`config.mk`:
```
export PLATFORM = sky130hd
export DESIGN_NAME = fifo_sync_flags
export DESIGN_NICKNAME = d
export VERILOG_FILES = /design/src/rtl/fifo_sync_flags.sv
export SDC_FILE = /design/constraint.sdc
export NUM_CORES = 1
export LEC_CHECK = 0
export CELL_PAD_IN_SITES_DETAIL_PLACEMENT = 0
export CELL_PAD_IN_SITES_GLOBAL_PLACEMENT = 2
export CORE_MARGIN = 3
export CORE_UTILIZATION = 41
export DETAILED_ROUTE_END_ITERATION = 10
export GPL_ROUTABILITY_DRIVEN = 0
export GPL_TIMING_DRIVEN = 0
export PLACE_DENSITY = 0.81
export SLEW_MARGIN = 20
export SYNTH_ARGS = -nofsm -noshare
export SYNTH_HDL_FRONTEND = slang
export SYNTH_SLANG_ARGS = --single-unit
```
`constraint.sdc`:
```
create_clock -name clk -period 2.7 [get_ports clk]
set_clock_uncertainty 0.05 [all_clocks]
set_input_delay 0.27 -clock clk [delete_from_list [all_inputs] [get_ports clk]]
set_output_delay 0.27 -clock clk [all_outputs]
set_load 0.03 [all_outputs]
```
`src/rtl/fifo_sync_flags.sv`:
```
// fifo_sync_flags
// Single-clock elastic FIFO. It has exact occupancy, registered full, empty,
// almost-full and almost-empty flags, a synchronous flush, sticky
// overflow/underflow flags and a selectable read mode.
//
// Ports:
//   clk          - single clock; all logic runs on the rising edge
//   rst_n        - synchronous, active-low reset
//   wdata        - write data (DSIZE bits)
//   winc         - write request
//   rinc         - read request
//   flush        - synchronous discard of all contents; takes priority over winc/rinc
//   clr_err      - clears overflow/underflow; a set in the same cycle wins
//   rdata        - read data (DSIZE bits)
//   rvalid       - rdata holds a valid word
//   wfull        - count == DEPTH
//   rempty       - count == 0
//   almost_full  - count >= AF_LEVEL
//   almost_empty - count <= AE_LEVEL
//   count        - current occupancy, 0..DEPTH (ASIZE+1 bits)
//   overflow     - sticky: a write was attempted while full
//   underflow    - sticky: a read was attempted while empty
module fifo_sync_flags #(
  parameter int DSIZE    = 8,
  parameter int ASIZE    = 4,
  parameter int AF_LEVEL = (1 << ASIZE) - 2,
  parameter int AE_LEVEL = 2,
  parameter int FWFT     = 1
) (
  input  logic             clk,
  input  logic             rst_n,
  input  logic [DSIZE-1:0] wdata,
  input  logic             winc,
  input  logic             rinc,
  input  logic             flush,
  input  logic             clr_err,
  output logic [DSIZE-1:0] rdata,
  output logic             rvalid,
  output logic             wfull,
  output logic             rempty,
  output logic             almost_full,
  output logic             almost_empty,
  output logic [ASIZE:0]   count,
  output logic             overflow,
  output logic             underflow
);

  localparam int DEPTH = 1 << ASIZE;
  localparam logic [ASIZE:0] DEPTH_C = (ASIZE+1)'(DEPTH);
  localparam logic [ASIZE:0] AF_THR  = (ASIZE+1)'(AF_LEVEL);
  localparam logic [ASIZE:0] AE_THR  = (ASIZE+1)'(AE_LEVEL);
  localparam logic [ASIZE:0] PTR_ONE = {{ASIZE{1'b0}}, 1'b1};
  localparam logic [ASIZE:0] PTR_ZERO = {(ASIZE+1){1'b0}};

  logic [DSIZE-1:0] mem_r [DEPTH];
  logic [ASIZE:0]   wptr_r;
  logic [ASIZE:0]   rptr_r;
  logic [ASIZE:0]   count_r;
  logic             wfull_r;
  logic             rempty_r;
  logic             almost_full_r;
  logic             almost_empty_r;
  logic             overflow_r;
  logic             underflow_r;

  logic             we_s;
  logic             re_s;
  logic             ovf_set_s;
  logic             unf_set_s;
  logic [ASIZE:0]   count_next_s;

  // Accept decisions, error-set conditions and next occupancy
  always_comb begin
    we_s         = winc & ~wfull_r & ~flush;
    re_s         = rinc & ~rempty_r & ~flush;
    ovf_set_s    = winc & wfull_r & ~flush;
    unf_set_s    = rinc & rempty_r & ~flush;
    count_next_s = count_r;
    if (flush) begin
      count_next_s = PTR_ZERO;
    end else begin
      count_next_s = count_r + (ASIZE+1)'(we_s) - (ASIZE+1)'(re_s);
    end
  end

  // Pointers, occupancy, and flags taken from next count, so they never lag count
  always_ff @(posedge clk) begin
    if (!rst_n) begin
      wptr_r         <= PTR_ZERO;
      rptr_r         <= PTR_ZERO;
      count_r        <= PTR_ZERO;
      wfull_r        <= 1'b0;
      rempty_r       <= 1'b1;
      almost_full_r  <= 1'b0;
      almost_empty_r <= 1'b1;
      overflow_r     <= 1'b0;
      underflow_r    <= 1'b0;
    end else begin
      if (flush) begin
        wptr_r <= PTR_ZERO;
        rptr_r <= PTR_ZERO;
      end else begin
        if (we_s) wptr_r <= wptr_r + PTR_ONE;
        if (re_s) rptr_r <= rptr_r + PTR_ONE;
      end
      count_r        <= count_next_s;
      wfull_r        <= (count_next_s == DEPTH_C);
      rempty_r       <= (count_next_s == PTR_ZERO);
      almost_full_r  <= (count_next_s >= AF_THR);
      almost_empty_r <= (count_next_s <= AE_THR);
      // A set in the same cycle as clr_err wins over the clear
      overflow_r     <= ovf_set_s | (overflow_r & ~clr_err);
      underflow_r    <= unf_set_s | (underflow_r & ~clr_err);
    end
  end

  // Storage write; the array is deliberately not reset
  always_ff @(posedge clk) begin
    if (rst_n && we_s) begin
      mem_r[wptr_r[ASIZE-1:0]] <= wdata;
    end
  end

  generate
    if (FWFT != 0) begin : g_fwft
      // The head word is shown combinationally; rdata is meaningless while empty
      assign rdata  = mem_r[rptr_r[ASIZE-1:0]];
      assign rvalid = ~rempty_r;
    end else begin : g_reg
      logic [DSIZE-1:0] rdata_r;
      logic             rvalid_r;

      // Registered read. rdata holds until the next accepted read, and rvalid pulses for one cycle
      always_ff @(posedge clk) begin
        if (!rst_n) begin
          rdata_r  <= {DSIZE{1'b0}};
          rvalid_r <= 1'b0;
        end else begin
          if (re_s) rdata_r <= mem_r[rptr_r[ASIZE-1:0]];
          rvalid_r <= re_s;
        end
      end

      assign rdata  = rdata_r;
      assign rvalid = rvalid_r;
    end
  endgenerate

  assign count        = count_r;
  assign wfull        = wfull_r;
  assign rempty       = rempty_r;
  assign almost_full  = almost_full_r;
  assign almost_empty = almost_empty_r;
  assign overflow     = overflow_r;
  assign underflow    = underflow_r;

endmodule
```
# Word level (Yosys, flattened, before mapping)
# Memory sizes are Yosys's and may differ from the RTL's. A register that Yosys moved wholly into a read port is not among the register bits.
# Cells that the tools add are included.
[op_classes]
n_bitwise = 17
n_eq_ne = 1
reduce_logical = 3
n_mux = 5
order_cmp = 2
addsub = 4
[op_table]
columns = ["op", "count"]
rows = [
  ["5-bit by 1-bit adder with 5-bit output, second input constant", 2],
  ["1-bit bitwise AND", 10],
  ["4-bit two-way mux", 2],
  ["5-bit by 1-bit adder with 5-bit output", 1],
  ["5-bit equality test, second input constant", 1],
  ["5-bit by 4-bit greater-or-equal comparator with 1-bit output, second input constant", 1],
  ["5-bit by 2-bit less-or-equal comparator with 1-bit output, second input constant", 1],
  ["5-bit zero test", 1],
  ["5-bit two-way mux", 1],
  ["1-bit NOT", 5],
  ["5-bit by 1-bit subtractor with 5-bit output", 1],
  ["1-bit two-way mux", 2],
  ["1-bit bitwise OR", 2],
  ["2-bit OR reduction", 1],
  ["1-bit logical AND", 1],
]
[word_totals]
out_inout_bits = 20
register_bits = 21
n_memories = 1
in_bits = 14
mem_bits_rw = 128
wordCells = 42
[mem_list]
columns = ["memory", "depth", "width", "read_ports", "rd_ports_with_merged_regs", "write_ports", "line", "rtl"]
rows = [
  ["mem_r", 16, 8, 1, 1, 1, "55", "logic [DSIZE-1:0] mem_r [DEPTH];"],
]

# Depth between registers and ports, before layout
[logic_depth]
ltp_word = 7
depth_mapped = 12
mapped_depth_nobuf = 11

# Least setup slack after synthesis
# No wires, ideal clock.
[synth_timing]
kind = "register to register"
start = "reg wfull_r (netlist: wfull)"
end = "reg almost_full_r (netlist: almost_full)"
period_less_slack_ns = 3.077
required_ns = 2.588
path_stages_with_launch = 12
setup_slack_ns = -0.377
setup_time_ns = 0.062
n_path_buf = 1
arrival_ns = 2.965
path_cell_list = "dfxtp_1 nor3b_1 buf_2 inv_1 ha_1 inv_1 ha_1 inv_1 fa_1 or4_1 or3_1 nand3_1"
[synth_between]
elab_chain_len = 7
[synth_rtl]
columns = ["element", "line", "rtl"]
rows = [
  ["start, declared", "59", "logic wfull_r;"],
  ["start signal, assigned", "107", "wfull_r <= (count_next_s == DEPTH_C);"],
  ["1-bit NOT", "74", "we_s = winc & ~wfull_r & ~flush;"],
  ["1-bit bitwise AND (2 in a row)", "74", ""],
  ["5-bit by 1-bit adder with 5-bit output", "82", "count_next_s = count_r + (ASIZE+1)'(we_s) - (ASIZE+1)'(re_s);"],
  ["5-bit by 1-bit subtractor with 5-bit output", "82", ""],
  ["5-bit two-way mux", "79", "if (flush) begin"],
  ["5-bit by 4-bit greater-or-equal comparator with 1-bit output", "109", "almost_full_r <= (count_next_s >= AF_THR);"],
  ["end signal, assigned", "109", ""],
  ["end, declared", "61", "logic almost_full_r;"],
]
# Every way passes these cells.
# A chain may end at the register's enable or synchronous reset.

# Worst setup path after layout
# Ends and elaborated chain as after synthesis.

==> run summary <==
largest net degree at the start of global routing: 17
DRC: 0
Via density: 5.31
Async SR Flop Fraction: 0%
initial antenna violation count: 0
Avg Inst Size Synth: 18.0 µm²
Final Non-Filler Cells: 580
layout cells sized above 1: 27.3%
synth-to-layout area growth: 23.1%
Final Hold Violating Endpoints: 0
die height: 126 µm
WS Path Type: register to register
IO Count: 34
Synth Instances: 329
Critical Path Source Type: register
Initial Utilization: 42.3%
Top delay family on crit path: simple AND/OR/NAND/NOR gates
Yosys reg bits: 151
Period minus WS final: 2.67 ns
FMAX: 375 MHz
Arr. time, crit path: 2.97 ns
outcome: completed
Post-synth EDFFs: 128
slew margin rel.: 36.4%
Worst Tran Pin Value: 0.950 ns
first-pass GRT wire length: 18600 µm
Worst Slack Setup Final: 0.0312 ns
FILL cells: 1131
Root Driver: clkbuf_16
setup TNS: 0 ns
register area share after synthesis: 72.5%
count of cell types in the netlist: 36
xor/xnor share of the synthesized area: 1.03%
DRT Pass-1 Iters: 4
hold_ws: 0.155 ns
Worst Hold Class: primary input to register
Static Leak: 2.43 nW
max_cap viols: 0
Max H-tree Level: 4
CP max-delay cell: or4_4
First DRT Iteration DRCs: 285
CP required: 3.00 ns
nets: 412
Cell Area, Synth: 0.00593 mm²
setup violators final: 0
Power per Cell Area: 725 mW/mm²
GR Overflow Total: 0
DP Worst Slack: -0.795 ns
CP bufs+invs: 4
CP Capture Type: register
FP Rows: 43
most used cell, CP: inv_2
clk slew on worst S/H paths: 0.06 ns
fin util: 52.0%
vias in the first global route: 3312
hold buffers post-CTS: 0
Pins Over Slew Limit: 0
Simple-Gate Fraction of Synth Area: 5.97%
Clock Sinks: 151
Post-DP HPWL: 7630 µm
Tot GR Track Use: 16.0%
Max clock buf depth: 2
antenna cell count: 0
critical-path cell list: nor3b_4 > buf_6 > inv_2 > ha_4 > inv_2 > ha_4 > inv_2 > fa_2 > or4_4 > or3_4 > nand3_2
CTS tree: built
Max IR drop VDD: 0.000431 V
mux cell area share after synthesis: 12.3%
DIE WIDTH: 126 µm
main combinational cell family by area after synthesis: multiplexers
CP max FO: 2
Antenna Nets Post-Route: 0
total wire length: 11800 µm
Main synth FF type: edfxtp_1
Post-Synth Adder-Cell Area: 2.45%
Core ar.: 0.0140 mm²
DIE AREA: 0.0160 mm²
Yosys warnings: 0
Post-Synthesis Net Count: 354
RSZ-0062 raised after global routing: true
drt wl/cell: 20.3 µm
port bufs: 33
Placed Instances: 542
post-synthesis compound-gate area fraction: 3.80%
routed vias: 3078
Tcrit/Tclk final: 98.8%
CP max stage delay: 0.48 ns
worst skew pair latency: 0.41 ns
CTS buffer count: 17
## power breakdown
group / leakage (nW) / switching [mW] / total, mW / internal (mW)
combinational: 0.785 / 0.159 / 0.275 / 0.116
clock: 0.308 / 0.876 / 2.46 / 1.59
sequential: 1.34 / 0.0131 / 2.56 / 2.55
total: 2.43 / 1.05 / 5.30 / 4.25
## per-stage QoR
step | area [µm²] | power, mW
after floorplan | 5990 | 2.75
after global placement | 6540 | 2.87
after detailed placement | 6560 | 2.87
after CTS | 7250 | 5.34
after global routing | 7300 | 5.48
final | 7300 | 5.30
## cell usage in the layout, fill, tap and decap left out, drive strengths merged, types with 5 or more instances in the layout
cell / netlist / final
buf: 9 / 15
mux4: 32 / 32
nor3: 6 / 6
inv: 14 / 14
clkdlybuf4s50: 0 / 23
and3: 5 / 5
clkinv: 0 / 7
a22oi: 17 / 17
nor2b: 6 / 6
nand2: 17 / 17
xor2: 6 / 6
and2: 5 / 5
ha: 10 / 10
nor2: 16 / 16
clkbuf: 4 / 28
dfxtp: 23 / 23
a21oi: 5 / 5
edfxtp: 128 / 128
## logic make-up after synthesis
family	after synthesis
simple gates	69
fa+ha+maj	11
buf+inv	27
xor+xnor	7
mux	33
flops	151
compound gates	31
## per-layer routing
metal,GRT usage (%),up-vias,part of all wire (%)
li1,-,1423,-
met1,20.3,1547,42
met4,7.07,0,2.5
met3,4.97,17,6.0
met2,25.6,91,50
met5,0,-,0
## cells in the mapped netlist (2+ instances only)
cell,n,area share [%]
nor3b_1,3,0.38
a21oi_1,5,0.42
xor2_1,6,0.89
nand4_1,2,0.21
o31ai_1,2,0.25
nor3_1,6,0.51
and2_1,5,0.53
buf_1,4,0.25
mux4_2,32,12
ha_1,10,2.1
and3_1,5,0.53
buf_2,3,0.25
edfxtp_1,128,65
nand3_1,3,0.25
a22oi_1,17,2.2
clkbuf_1,4,0.25
buf_4,2,0.25
inv_1,14,0.89
nand2_1,17,1.1
nor2_1,16,1.0
nor2b_1,6,0.63
dfxtp_1,23,7.8
o21a_1,2,0.25
a32oi_1,2,0.30
## registers in the layout, summed over array words and instances (netlist names), named ones only
name          flops
almost_empty      1
almost_full       1
wfull             1
overflow          1
wptr_r            4
count             5
mem_r           128
underflow         1
rptr_r            4
rempty            1
## final timing paths
check / startpoint / to / slack [ns] / depth (start not counted)
min reg2reg: underflow / underflow / 0.46 / 2
max: wfull / almost_full / 0.03 / 11
max reg2reg: wfull / almost_full / 0.03 / 11
min: winc / overflow / 0.16 / 3
## area by class of cell
cell class,instances,area [µm²],share of cell area (%)
Tap cell,180,225,3.08
Timing Repair Buffer,39,348,4.76
Clock inverter,13,178,2.43
Multi-Input combinational cell,151,1640,22.4
Clock buffer,19,453,6.20
Buffer,13,103,1.40
Inverter,14,52.6,0.719
Sequential cell,151,4310,59.0
## timing repair
action                     CTS  global route
pin swaps                    3             5
resized for setup           23            20
buffers inserted             3             3
setup endpoints to repair   10             8
## worst register-to-register path: cells and delay by family (launching register included)
family / cells / cell delay (ns)
and+or+nand+nor: 4 / 1.12
adders and majority gates: 3 / 0.85
DFF: 1 / 0.35
buffers and inverters: 4 / 0.26
Power figures use the tool's default switching activity.
